--- config.mk ---
export PLATFORM = sky130hd
export DESIGN_NAME = lcd_cmd_seq
export DESIGN_NICKNAME = d
export VERILOG_FILES = /design/src/rtl/lcd_cmd_seq.sv
export SDC_FILE = /design/constraint.sdc
export NUM_CORES = 1
export LEC_CHECK = 0
export BUFFER_PORTS_ARGS = -buffer_cell sky130_fd_sc_hd__buf_2
export CAP_MARGIN = 0
export CORE_MARGIN = 8
export CORE_UTILIZATION = 53
export DETAILED_ROUTE_END_ITERATION = 16
export PLACE_DENSITY = 0.85
export SYNTH_ARGS = -nofsm -noshare
export SYNTH_HDL_FRONTEND = slang
export SYNTH_SLANG_ARGS = --single-unit
export TNS_END_PERCENT = 30
--- constraint.sdc ---
create_clock -name clk -period 1.8 [get_ports clk]
set_clock_uncertainty 0.05 [all_clocks]
set_input_delay 0.36 -clock clk [delete_from_list [all_inputs] [get_ports clk]]
set_output_delay 0.36 -clock clk [all_outputs]
set_load 0.01 [all_outputs]
--- src/rtl/lcd_cmd_seq.sv ---
// rtl/lcd_cmd_seq.sv - LCD command-list sequencer with busy/done handshake and watchdog
module lcd_cmd_seq #(
  parameter int DEPTH_W = 4,
  parameter int TO_W    = 8
) (
  input  logic               clk,
  input  logic               reset,
  input  logic               prog_we,
  input  logic [DEPTH_W-1:0] prog_addr,
  input  logic [2:0]         prog_data,
  input  logic [DEPTH_W:0]   seq_len,
  input  logic               start,
  input  logic               lcd_busy,
  input  logic               lcd_done,
  output logic [2:0]         cmd,
  output logic               cmd_valid,
  output logic               seq_busy,
  output logic               seq_done,
  output logic [DEPTH_W:0]   cmd_cnt,
  output logic               timeout_err
);
  typedef enum logic [2:0] {IDLE, READY, ISSUE, ACK, WAIT, FIN} state_t;

  localparam logic [DEPTH_W:0] MAX_LEN = {1'b1, {DEPTH_W{1'b0}}};
  localparam logic [TO_W-1:0]  WD_MAX  = {TO_W{1'b1}};

  state_t            state, state_n;
  logic [2:0]        list [2**DEPTH_W];
  logic [DEPTH_W:0]  idx, idx_n, len, len_n, cnt_n;
  logic [TO_W-1:0]   wd, wd_n;
  logic              terr_n, stalled;

  always_ff @(posedge clk) begin
    if (prog_we && state == IDLE) list[prog_addr] <= prog_data;
  end

  always_ff @(posedge clk or posedge reset) begin
    if (reset) begin
      state       <= IDLE;
      idx         <= '0;
      len         <= '0;
      wd          <= '0;
      cmd_cnt     <= '0;
      timeout_err <= 1'b0;
      cmd         <= 3'd0;
      cmd_valid   <= 1'b0;
      seq_busy    <= 1'b0;
      seq_done    <= 1'b0;
    end else begin
      state       <= state_n;
      idx         <= idx_n;
      len         <= len_n;
      wd          <= wd_n;
      cmd_cnt     <= cnt_n;
      timeout_err <= terr_n;
      // cmd doubles as the latched opcode that WAIT decides on
      cmd_valid   <= (state == ISSUE);
      if (state == ISSUE) cmd <= list[idx[DEPTH_W-1:0]];
      seq_done    <= (state == FIN);
      seq_busy    <= (state_n != IDLE);
    end
  end

  always_comb begin
    state_n = state;
    idx_n   = idx;
    len_n   = len;
    cnt_n   = cmd_cnt;
    terr_n  = timeout_err;
    wd_n    = '0;
    stalled = 1'b0;
    case (state)
      IDLE: if (start) begin
        len_n   = (seq_len > MAX_LEN) ? MAX_LEN : seq_len;
        idx_n   = '0;
        cnt_n   = '0;
        terr_n  = 1'b0;
        state_n = (seq_len == '0) ? FIN : READY;
      end
      READY: if (!lcd_busy) state_n = ISSUE; else stalled = 1'b1;
      ISSUE: state_n = ACK;
      ACK:   if (lcd_busy) state_n = WAIT; else stalled = 1'b1;
      WAIT: begin
        if ((cmd == 3'd0) ? lcd_done : !lcd_busy) begin
          cnt_n   = cmd_cnt + 1'b1;
          idx_n   = idx + 1'b1;
          state_n = (cmd == 3'd0 || (idx + 1'b1) == len) ? FIN : ISSUE;
        end else begin
          stalled = 1'b1;
        end
      end
      FIN:     state_n = IDLE;
      default: state_n = IDLE;
    endcase
    if (stalled) begin
      wd_n = wd + 1'b1;
      if (wd_n == WD_MAX) begin
        terr_n  = 1'b1;
        state_n = FIN;
        wd_n    = '0;
      end
    end
  end
endmodule

After elaboration in Yosys (flattened, before gate mapping)
Memories as Yosys holds them, arrays and structs flattened. A register that Yosys moved wholly into a read port is not among the register bits.
Index checks and enable logic that the tools add are counted.

operators by class
  muxes and demuxes = 28
  equal/unequal tests = 9
  reduce and logical (&&, ||, !) cells = 10
  $add $sub $neg = 3
  $lt $le $gt $ge = 1

operators by type and width
  operator               count
  $mux W3                8
  $mux W5                4
  $pmux W5 S2            2
  $mux W8                2
  $pmux W3 S5            1
  $add A5 B1 Y5 const B  2
  $mux W1                10
  $add A8 B1 Y8 const B  1
  $eq A8 B8 Y1 const B   1
  $eq A3 B2 Y1 const B   2
  $eq A3 B3 Y1 const B   2
  $logic_not A3 Y1       2
  $eq A5 B5 Y1           1
  $gt A5 B5 Y1 const B   1
  $logic_not A5 Y1       1
  $ne A2 B2 Y1 const B   2
  $eq A3 B1 Y1 const B   1
  $pmux W1 S3            1
  $reduce_and A3 Y1      1
  $reduce_bool A3 Y1     1
  $reduce_and A2 Y1      1
  $reduce_bool A2 Y1     1
  $logic_and A1 B1 Y1    1
  $logic_not A1 Y1       1
  $logic_or A1 B1 Y1     1

storage, ports and cells
  register bits after elaboration = 30
  output and inout bits = 12
  bits in writable memories = 48
  memories kept = 1
  logic and storage cells = 61
  input port bits = 18

memory list
  memory  words  width  rd ports  clocked after memory_dff  wr ports  RTL line  RTL
  list    16     3      1         1                         1         28        logic [2:0] list [2**DEPTH_W];

Longest topological paths before layout
  depth in word-level cells = 9
  depth in mapped cells = 8
  mapped depth without buffers = 7

Least setup slack after synthesis
OpenSTA, ideal clock, no wires.

  path type = reg2reg
  from = register cmd[1], read port of list
  to = register state[0]
  slack = -0.244 ns
  data arrival time = 1.870 ns
  setup time = 0.124 ns
  buffers on the path = 0
  stages on the path, launching flop included = 6
  period minus slack after synthesis = 2.044 ns
  data required time = 1.626 ns
  path through = dfrtp_1 > nor3_1 > mux2i_1 > o22a_1 > and4b_1 > a211o_2

on the way
  word-level cells in the longest chain between the ends = 7
  elaborated cells between the ends (all ways) = 10
  classes of those cells = mux (8); reduce/logical (2)

RTL lines
  item                    RTL line  RTL
  start: declaration      15        output logic [2:0] cmd,
  $logic_not A3 Y1 (*)    84, 87
  $logic_or A1 B1 Y1      87        state_n = (cmd == 3'd0 || (idx + 1'b1) == len) ? FIN : ISSUE;
  $mux W3                 87
  $mux W3                 84        if ((cmd == 3'd0) ? lcd_done : !lcd_busy) begin
  $pmux W3 S5             72        case (state)
  $mux W3                 97        if (wd_n == WD_MAX) begin
  $mux W3 (*)             95        if (stalled) begin
  named net state_n[0]    27        state_t state, state_n;
  end signal: assignment  50        state <= state_n;
  end: declaration        27

Mark *: on every way through the listed nets, which the timed path passes. The rest lies on a longest branch.
A chain may end at the register's enable or synchronous reset.

Worst setup path in the final report
  from = register idx[0]
  to = register state[0]

on the way
  word-level cells in the longest chain between the ends = 8

RTL lines
  item                      RTL line  RTL
  start: declaration        29        logic [DEPTH_W:0] idx, idx_n, len, len_n, cnt_n;
  start signal: assignment  51        idx <= idx_n;
  $add A5 B1 Y5 (*)         87
  $eq A5 B5 Y1 (*)          87
  $logic_or A1 B1 Y1 (*)    87
  $mux W3 (*)               87
  $mux W3 (*)               84
  $pmux W3 S5 (*)           72
  $mux W3                   97
  $mux W3 (*)               95
  named net state_n[0]      27

Marked as above.

==> results.md <==
* Gr ovfl total at 0
* First-pass GRT wire length at 11900 um
* M1 WL at 3100 um
* # Max-Cap Violations at 0
* CTS tree: done
* HP Class: primary input to async pin
* PortBufs at 29
* Vias/cell at approximately 5.8
* Die Y-Extent at slightly below 100 um
* Req. time, crit path at 1.99 ns
* Mapped Cells at 275
* Cell Rows at 30
* Fin util at between 60 and 70%
* Power per cell area at roughly 1200 nW/um^2
* Worst-Margin Slew at 0.413 ns
* Yosys cell types at 43
* Starting Density at between 50% and 60%
* CTS Buffer Depth at 2
* Compound-Gate Fraction of Synth Area at 6.60%
* Share of post-route cells with drive strength above 1 at 34.2%
* Largest family of logic cells by synthesized area: simple AND/OR/NAND/NOR gates
* Detailed Place HPWL at 5120 um
* Xor-xnor portion of the synthesized cell area at 3.39%
* CTS sink cnt at 81
* DP Cell Count at 406
* # diodes at 0
* Worst vdd ir at around 660 uV
* DR top layer: met4
* Post-route DRC at 0
* DR WL/cell at 17.6 um
* Initial DRC Count at 87
* Max Clock Freq at 513 MHz
* Critical path peak fanout at 4
* TNS Setup at -0.648 ns
* Final setup margin at -0.150 ns
* Boundary pin count at 30
* Mux cell area share after synthesis at 9.96%
* Htree depth at 3
* Final Hold Viols at 0
* Total track usage at between 10% and 20%
* Period utilization at 108%
* Worst setup EP type: flop
* Adder-cell share of the synthesized area at under 10%
* Syn Area/Cell at 13.2 um^2
* Outcome: finished with violations
* Startpoint Class: flop
* Post-synthesis sequential area ratio at 62.6%
* Wirelength, routed at between 7000 and 8000 um
* Critical Path AT at 2.14 ns
* Finish-stage setup viols at 11
* Final Wtd Congestion at 0.870
* Mapped cell area at 3620 um^2
* Pre-Repair DR Iteration Count at 6
* Largest net degree at the start of global routing at 34
* Antenna violations before repair at 0
* Syn-to-layout area delta at 23.0%
* Slew HR at 72.4%
* Total vias in the final route at 2494
* Clock latency at the later pin of the worst-skew pair at 0.36 ns
* Failing checks: negative setup slack
* Post-Layout Cell Count at approximately 430
* Yosys reg bits at between 80 and 90
* Number of global-route vias before repair at 2557
* Die width at slightly below 100 um
* Total power at between 5 and 6 mW
* Antenna-violating nets left at 0
* Num CTS Buffers at 9
* Warning count from the yosys run at 0
* Die area at 9730 um^2
* Met2 wire length at 3790 um
* Metal3 WL at 441 um
* Leak Pwr at around 1.8 nW
* RSZ-0062 raised after global routing: yes
* Root buffer cell: clkbuf_8
* Post-Syn Nets at 297
* Core area at roughly 6700 um^2
* Clock Pin Slew Worst Setup and Hold Paths at 0.08 ns
* Final slew viol count at 0
* Nets at between 300 and 400
* Crit Path Class: flop to flop
* Tmin final at 1.95 ns
* Post-Synth Simple-Gate Area at 14.6%
==> synthesized netlist by cell type <==
library cell / count / share of area, %
a2111oi_4: 1 / 0.76
a211o_2: 2 / 0.55
a211oi_1: 4 / 0.83
a21o_1: 1 / 0.21
a21oi_1: 5 / 0.69
a22o_1: 1 / 0.24
a31o_2: 1 / 0.24
a31oi_1: 2 / 0.35
and2_1: 3 / 0.52
and3_1: 2 / 0.35
and3b_1: 1 / 0.24
and4b_1: 1 / 0.28
buf_1: 1 / 0.10
buf_2: 4 / 0.55
clkbuf_1: 3 / 0.31
dfrtp_1: 33 / 23
edfxtp_1: 48 / 40
ha_1: 4 / 1.4
inv_1: 5 / 0.52
mux2i_1: 9 / 2.5
mux4_2: 12 / 7.5
nand2_1: 33 / 3.4
nand2b_1: 5 / 0.86
nand3_1: 10 / 1.4
nand3b_1: 5 / 1.0
nand4_1: 1 / 0.17
nand4b_1: 2 / 0.48
nor2_1: 32 / 3.3
nor2b_1: 3 / 0.52
nor3_1: 8 / 1.1
nor3b_1: 1 / 0.21
nor4_1: 1 / 0.17
o21a_1: 1 / 0.21
o21ai_0: 6 / 0.83
o21bai_1: 1 / 0.21
o22a_1: 1 / 0.24
o22ai_1: 1 / 0.17
o311ai_0: 1 / 0.24
o31ai_1: 4 / 0.83
or3_1: 1 / 0.17
or3_4: 1 / 0.31
xnor2_1: 6 / 1.5
xor2_1: 8 / 1.9
==> metrics by stage <==
stage / worst slack [ns] / hold WS (ns) / area, um^2
6_report: -0.150 / 0.0187 / 4450
5_1_grt: -0.206 / 0.0625 / 4450
4_1_cts: -0.0512 / 0.0262 / 4290
3_5_place_dp: -0.117 / 0.418 / 4080
3_3_place_gp: -0.0431 / 0.414 / 4080
2_1_floorplan: -0.113 / 0.406 / 3640
==> layer usage <==
layer / global-route usage [%] / vias up
li1: - / 1146
met1: 18.5 / 1229
met2: 25.5 / 99
met3: 4.58 / 20
met4: 8.74 / 0
met5: 0 / -
==> layout make-up <==
cell class              count  area, um^2
clock buffers              10         128
multi-input cells         181        1420
fillers                   475        2270
inverters                   5        18.8
well taps                  80         100
flip-flops and latches     81        2270
clock inverters             6        67.6
repair buffers             65         453
==> power breakdown <==
part | internal, mW | total, mW | leakage [nW] | switching (mW)
registers | 2.16 | 2.33 | 0.869 | 0.161
clock network | 0.645 | 1.29 | 0.0945 | 0.644
logic | 0.848 | 1.71 | 0.787 | 0.863
total | 3.66 | 5.33 | 1.75 | 1.67
==> logic make-up after synthesis <==
family          Yosys count
simple gates            110
flops                    81
compound gates           32
mux                      21
xor+xnor                 14
buf+inv                  13
fa+ha+maj                 4
==> flip-flops by register name, indices dropped and copies added (netlist names) <==
register and cells:
cmd_valid 1, state 3, list 48, idx 5, cmd_cnt 5, cmd 3, len 5, seq_done 1
wd 8, timeout_err 1, seq_busy 1
==> critical path: stages, from the launching register on <==
cell,delay [ns]
dfrtp_2,0.46
ha_2,0.22
nor2b_1,0.18
nor3_1,0.11
o311ai_4,0.34
nand2_1,0.13
a211o_2,0.34
==> path summary, 6_finish.rpt <==
check / startpoint / end / slack (ns) / cells past startpoint
setup / recovery: idx[0] / state[0] / -0.15 / 6
hold / removal: reset / wd[4] / 0.02 / 3
setup reg to reg: idx[0] / state[0] / -0.15 / 6
hold reg to reg: len[0] / len[0] / 0.45 / 2
max in group asynchronous: reset / idx[0] / 1.36 / 3
min in group clk: seq_len[4] / len[4] / 0.20 / 3
==> what timing repair did <==
item / 4_1_cts / 5_1_grt
gates cloned: 0 / 1
hold buffers: 0 / 0
pin swaps: 5 / 4
endpoints found under the setup margin: 16 / 53
hold endpoints to repair: 0 / 0
resized for setup: 5 / 22
setup buffers: 0 / 5
==> cell usage in the layout (no fill, tap or decap), types with 3 or more instances in the layout <==
cell type  netlist  routed
nor3_4           0       3
edfxtp_1        48      48
dfrtp_1         33      32
nand2_1         33      33
nor2_1          32      27
buf_2            4      29
buf_4            0      32
nor3_1           8       3
nand2b_1         5       4
a21oi_1          5       4
xor2_1           8       8
nand3b_1         5       5
mux4_2          12      12
xnor2_1          6       6
nand3_1         10       8
nor2b_1          3       3
a211oi_1         4       3
clkbuf_8         0       9
inv_1            5       5
o21ai_0          6       6
nor2_2           0       5
mux2i_1          9       8
o31ai_1          4       4
(Power assumes the default switching activity.)
